==> src/rtl/tick_gen_pkg.sv <==
// tick_gen_pkg: shared constants and types
// for the clock-enable timebase.
package tick_gen_pkg;

   localparam int REF_HZ    = 1_000_000;
   localparam int BASE_HZ   = 1_000;
   localparam int CNT_W_DEF = 24;
   localparam int NCH_DEF   = 3;
   localparam int PRE_DEF   = REF_HZ / BASE_HZ;

   localparam logic [NCH_DEF*CNT_W_DEF-1:0] DIV_DEF =
      {24'd500, 24'd2, 24'd1};
   localparam logic [NCH_DEF-1:0] CASC_DEF = 3'b110;

   typedef struct packed {
      logic [CNT_W_DEF-1:0] div;
      logic                 casc;
   } div_cfg_t;

   function automatic div_cfg_t mk_cfg(
      input logic [CNT_W_DEF-1:0] div,
      input logic                 casc
   );
      div_cfg_t c;
      c.div  = div;
      c.casc = casc;
      return c;
   endfunction

endpackage

==> src/rtl/tick_div.sv <==
// tick_div: one divider stage with active/shadow
// divisor, pending flag, tick and square output.
module tick_div
   import tick_gen_pkg::*;
#(
   parameter div_cfg_t DEF = '0
) (
   input  logic     clk,
   input  logic     rst_n,
   input  logic     en_i,
   input  logic     sync_i,
   input  logic     src_i,
   input  logic     we_i,
   input  div_cfg_t cfg_i,
   output logic     tick_o,
   output logic     sq_o,
   output logic     casc_o,
   output logic     pend_o
);

   localparam logic [CNT_W_DEF-1:0] ONE = CNT_W_DEF'(1);

   logic [CNT_W_DEF-1:0] cnt_q, cnt_d;
   div_cfg_t             act_q, act_d;
   div_cfg_t             shd_q, shd_d;
   logic                 pend_q, pend_d;
   logic                 tick_q, tick_d;
   logic                 sq_q, sq_d;
   logic                 stop, wrap, apply;

   assign stop  = (act_q.div == '0);
   assign wrap  = ~sync_i & en_i & src_i & ~stop &
                  (cnt_q == act_q.div - ONE);
   assign apply = pend_q & (sync_i | wrap | stop);

   // Counter, tick and square-wave next state.
   always_comb begin
      cnt_d  = cnt_q;
      tick_d = 1'b0;
      sq_d   = sq_q;
      if (sync_i) begin
         cnt_d = '0;
         sq_d  = 1'b0;
      end else if (en_i) begin
         if (stop) begin
            cnt_d = '0;
         end else if (wrap) begin
            cnt_d  = '0;
            tick_d = 1'b1;
            sq_d   = ~sq_q;
         end else if (src_i) begin
            cnt_d = cnt_q + ONE;
         end
      end
   end

   // Shadow capture; a pending shadow lands on a
   // period boundary so no period is ever torn.
   always_comb begin
      act_d  = act_q;
      shd_d  = shd_q;
      pend_d = pend_q;
      if (apply) begin
         act_d  = shd_q;
         pend_d = 1'b0;
      end
      if (we_i) begin
         shd_d  = cfg_i;
         pend_d = 1'b1;
      end
   end

   // State registers.
   always_ff @(posedge clk or negedge rst_n) begin
      if (!rst_n) begin
         cnt_q  <= '0;
         act_q  <= DEF;
         shd_q  <= DEF;
         pend_q <= 1'b0;
         tick_q <= 1'b0;
         sq_q   <= 1'b0;
      end else begin
         cnt_q  <= cnt_d;
         act_q  <= act_d;
         shd_q  <= shd_d;
         pend_q <= pend_d;
         tick_q <= tick_d;
         sq_q   <= sq_d;
      end
   end

   assign tick_o = tick_q;
   assign sq_o   = sq_q;
   assign casc_o = act_q.casc;
   assign pend_o = pend_q;

endmodule

==> src/rtl/tick_gen.sv <==
// tick_gen: prescaler plus NCH cascadable
// clock-enable channels in a single clock domain.
module tick_gen
   import tick_gen_pkg::*;
#(
   parameter int                   NCH      = NCH_DEF,
   parameter int                   CNT_W    = CNT_W_DEF,
   parameter int                   DEF_PRE  = PRE_DEF,
   parameter logic [NCH*CNT_W-1:0] DEF_DIV  = DIV_DEF,
   parameter logic [NCH-1:0]       DEF_CASC = CASC_DEF,
   localparam int                  SEL_W    = $clog2(NCH + 1)
) (
   input  logic             clk,
   input  logic             rst_n,
   input  logic             en_i,
   input  logic             sync_i,
   input  logic             cfg_we_i,
   input  logic [SEL_W-1:0] cfg_sel_i,
   input  logic [CNT_W-1:0] cfg_div_i,
   input  logic             cfg_casc_i,
   output logic             pre_tick_o,
   output logic [NCH-1:0]   tick_o,
   output logic [NCH-1:0]   sq_o,
   output logic [NCH:0]     pend_o
);

   logic           pre_tick;
   logic           pre_we;
   logic           pre_pend;
   logic           unused_pre_sq;
   logic           unused_pre_casc;
   logic           unused_c0;
   logic [NCH-1:0] tick;
   logic [NCH-1:0] casc;
   logic [NCH-1:0] src;
   logic [NCH-1:0] we_ch;
   logic [NCH-1:0] pend_ch;

   assign pre_we = cfg_we_i & (cfg_sel_i == '0);

   tick_div #(
      .DEF(mk_cfg(CNT_W_DEF'(DEF_PRE), 1'b0))
   ) u_pre (
      .clk    (clk),
      .rst_n  (rst_n),
      .en_i   (en_i),
      .sync_i (sync_i),
      .src_i  (1'b1),
      .we_i   (pre_we),
      .cfg_i  (mk_cfg(CNT_W_DEF'(cfg_div_i), 1'b0)),
      .tick_o (pre_tick),
      .sq_o   (unused_pre_sq),
      .casc_o (unused_pre_casc),
      .pend_o (pre_pend)
   );

   // Channel 0 never cascades; its select is forced off.
   assign unused_c0 = casc[0];

   for (genvar i = 0; i < NCH; i++) begin : g_ch
      localparam logic [SEL_W-1:0] SEL = SEL_W'(i + 1);
      localparam logic CASC0 = (i > 0) ? DEF_CASC[i] : 1'b0;
      localparam logic CW    = (i > 0);

      assign we_ch[i] = cfg_we_i & (cfg_sel_i == SEL);

      if (i == 0) begin : g_src0
         assign src[i] = pre_tick;
      end else begin : g_srcn
         assign src[i] = casc[i] ? tick[i-1] : pre_tick;
      end

      tick_div #(
         .DEF(mk_cfg(CNT_W_DEF'(DEF_DIV[i*CNT_W +: CNT_W]),
                     CASC0))
      ) u_ch (
         .clk    (clk),
         .rst_n  (rst_n),
         .en_i   (en_i),
         .sync_i (sync_i),
         .src_i  (src[i]),
         .we_i   (we_ch[i]),
         .cfg_i  (mk_cfg(CNT_W_DEF'(cfg_div_i),
                         cfg_casc_i & CW)),
         .tick_o (tick[i]),
         .sq_o   (sq_o[i]),
         .casc_o (casc[i]),
         .pend_o (pend_ch[i])
      );
   end

   assign pre_tick_o = pre_tick;
   assign tick_o     = tick;
   assign pend_o     = {pend_ch, pre_pend};

endmodule

==> config.mk <==
export PLATFORM = sky130hd
export DESIGN_NAME = tick_gen
export DESIGN_NICKNAME = d
export VERILOG_FILES = /design/src/rtl/tick_gen_pkg.sv /design/src/rtl/tick_div.sv /design/src/rtl/tick_gen.sv
export SDC_FILE = /design/constraint.sdc
export NUM_CORES = 1
export LEC_CHECK = 0
export ABC_AREA = 1
export CAP_MARGIN = 20
export CORE_UTILIZATION = 57
export CTS_CLUSTER_SIZE = 10
export DETAILED_ROUTE_END_ITERATION = 6
export GPL_TIMING_DRIVEN = 0
export HOLD_SLACK_MARGIN = 0.02
export PLACE_DENSITY_LB_ADDON = 0.08
export SKIP_CTS_REPAIR_TIMING = 1
export SLEW_MARGIN = 20
export SYNTH_ARGS = -nofsm -noshare
export SYNTH_HDL_FRONTEND = slang
export SYNTH_HIERARCHICAL = 1
export SYNTH_SLANG_ARGS = --single-unit
==> constraint.sdc <==
create_clock -name clk -period 2.5 [get_ports clk]
set_input_delay 0.25 -clock clk [delete_from_list [all_inputs] [get_ports clk]]
set_output_delay 0.25 -clock clk [all_outputs]
set_load 0.01 [all_outputs]
==> results.yml <==
sta:
  setup_viol: 10
  fin_worst_skew_ns: 0.0153
  worst_pin_slew_ns: 0.795
  fmax_mhz: 398
  grt_setup_unrepaired: "true"
  slew-limit-headroom_pct: 47.0
  tns_ns: -0.0556
  final.setup.worst_slack_ns: -0.0139
  timing.final.crit_share_pct: 101
  min_period_ns: 2.51
  hold_viol_final: 0
  final-max-slew-violation-count: 0
cts:
  insertion_delay_ns: 0.52
  htree_levels: 2
  cts-root-buf: "clkbuf_16"
  cts_sinks: 303
  cts_buffers: 37
  clk_path_buf_depth: 3
  clk_pin_slew_worst_paths_ns: 0.05
  cts_tree: "yes"
synthesis:
  yosysWarnings: 6
  netlist_instances: 2547
  synth_area_sq_mm: 0.0189
  avgSynthCellArea_sq_um: 7.42
critical_path:
  cp_max_fo: 6
  startpoint_type: "flop"
  endpoint_kind: "flop"
  cp.arrival_ns: 2.91
  critPathKind: "reg2reg"
  required_ns: 2.90
layout:
  nets: 2752
  synthToLayoutAreaGrowth_pct: 21.8
  fin_area_sq_mm: 0.0230
  post-route-util_pct: 70.5
  drive_gt1_share_pct: 20.6
  antennaDiodeCount: 0
route:
  firstDrtPassIters: 5
  wire_per_inst_microns: 16.4
  vias_per_cell: 5.45
  drc: 0
  vias: 17298
  dr.first_iter.drc_count: 1234
  wirelength_mm: 52.1
  ant_nets: 0
global_routing:
  grt_pass1_vias: 15846
  grt_max_degree: 98
  grtUsageTotal_pct: 29.9
  grt_pass1_wl_mm: 80.3
  antenna_found_initial: 0
  overflow: 0
floorplanning:
  ios: 43
  die_w_microns: 184
  start_util_pct: 57.9
  die_height_microns: 184
  num_rows: 66
  core_sq_mm: 0.0326
  die-area_sq_mm: 0.0339
power_and_ir_drop:
  max-vdd-ir-drop_mv: 0.618
  p_leak_uw: 0.0108
  powerDensity_mw_per_mm2: 888
  power.total_uw: 20400
outcome:
  violations: "setup timing"
  status: "finished with violations"
flow_run:
  maxCapViolCount: 0
placement:
  postPlaceCellArea_sq_mm: 0.0200
  gp_congestion: 0.935
  dpl.hpwl_mm: 36.9
  numPortBuffers: 42
  pre_cts_slack_ns: -0.955
min_path:
  min_path_type: "in2async"
## flip-flops by register name, indices dropped and copies added, names as in the netlist
register / count
g_ch.u_ch/shd_q: 74
g_ch.u_ch/act_q: 72
g_ch.u_ch/cnt_q: 72
u_pre/act_q: 24
u_pre/cnt_q: 24
u_pre/shd_q: 24
g_ch.u_ch/pend_o: 3
g_ch.u_ch/sq_o: 3
g_ch.u_ch/tick_o: 3
g_ch.u_ch/casc_o: 2
u_pre/pend_o: 1
u_pre/tick_o: 1
## cell usage in the layout (no fill, tap or decap), drive strengths merged, types with 3 or more instances in the layout
cell and instances:
nand2 792, inv 322, nor2 303, dfrtp 271, o21ai 219, nand3 159, clkbuf 117, buf 93
xor2 88, a21oi 80, nand4 53, xnor2 49, clkdlybuf4s50 39, nand3b 35, dfstp 32, nor3 18
nor4 18, ha 12, and2 4, o22ai 4, a21o 4, clkinv 4, a21boi 4, o21a 3
conb 3, a22oi 3
## per-stage QoR
| step | cells | hold WS (ns) |
|---|---|---|
| 2_1_floorplan | 2549 | -0.0456 |
| 3_3_place_gp | 3033 | 0.469 |
| 3_5_place_dp | 3036 | 0.207 |
| 4_1_cts | 3101 | -0.331 |
| 5_1_grt | 3176 | 0.287 |
| 6_report | 3176 | 0.248 |
## path summary, 6_finish.rpt
kind	start	endpoint	slack, ns	cells after the start
worst max-delay path	g_ch[1].u_ch/act_q[2]$_DFFE_PN1P_	g_ch[1].u_ch/act_q[5]$_DFFE_PN0P_	-0.01	18
worst min-delay path	rst_n	g_ch[1].u_ch/cnt_q[2]$_DFFE_PN0P_	0.25	2
worst max register to register	g_ch[1].u_ch/act_q[2]$_DFFE_PN1P_	g_ch[1].u_ch/act_q[5]$_DFFE_PN0P_	-0.01	18
worst min register to register	g_ch[2].u_ch/casc_o$_DFFE_PN1P_	g_ch[2].u_ch/casc_o$_DFFE_PN1P_	0.49	2
max in group asynchronous	rst_n	u_pre/act_q[9]$_DFFE_PN1P_	0.58	5
min in group clk	cfg_casc_i	g_ch[2].u_ch/shd_q[0]$_DFFE_PN1P_	0.36	3
## report_power, final
part | total, uW | leakage [uW] | internal, uW | switching (uW)
combinational | 8220 | 0.00638 | 3250 | 4970
sequential | 7180 | 0.00385 | 5880 | 1300
clock | 5040 | 0.000530 | 3020 | 2020
## critical path, stage by stage (launching register included)
cell and delay [ns]:
dfstp_2 0.55, inv_2 0.06, ha_4 0.17, nand2_4 0.12, nor2_4 0.06, clkbuf_4 0.17, nand2_1 0.07, nand2_1 0.06
nand2_2 0.09, nand2_1 0.06, nor2_1 0.08, nand2_1 0.09, nor2_4 0.10, nand3_4 0.11, nand3_4 0.18, nand2_8 0.11
clkbuf_16 0.21, nand2_4 0.06, o21ai_2 0.05
## per-layer routing
layer	vias up	GRT usage [%]	routed length, microns
met4	0	7.57	1190
met3	80	5.10	3400
met2	521	47.6	24100
li1	8371	-	-
met5	-	0	0
met1	8326	42.4	23500
## final cells by class
| class | instances | area (sq um) |
|---|---|---|
| multi-input combinational | 1851 | 10500 |
| fill | 2684 | 9610 |
| sequential | 303 | 7640 |
| timing repair buffer | 116 | 1310 |
| inverter | 327 | 1240 |
| clock buffer | 62 | 1040 |
| buffer | 72 | 637 |
| tap | 442 | 553 |
| clock inverter | 3 | 65.1 |
(Power assumes the default switching activity.)
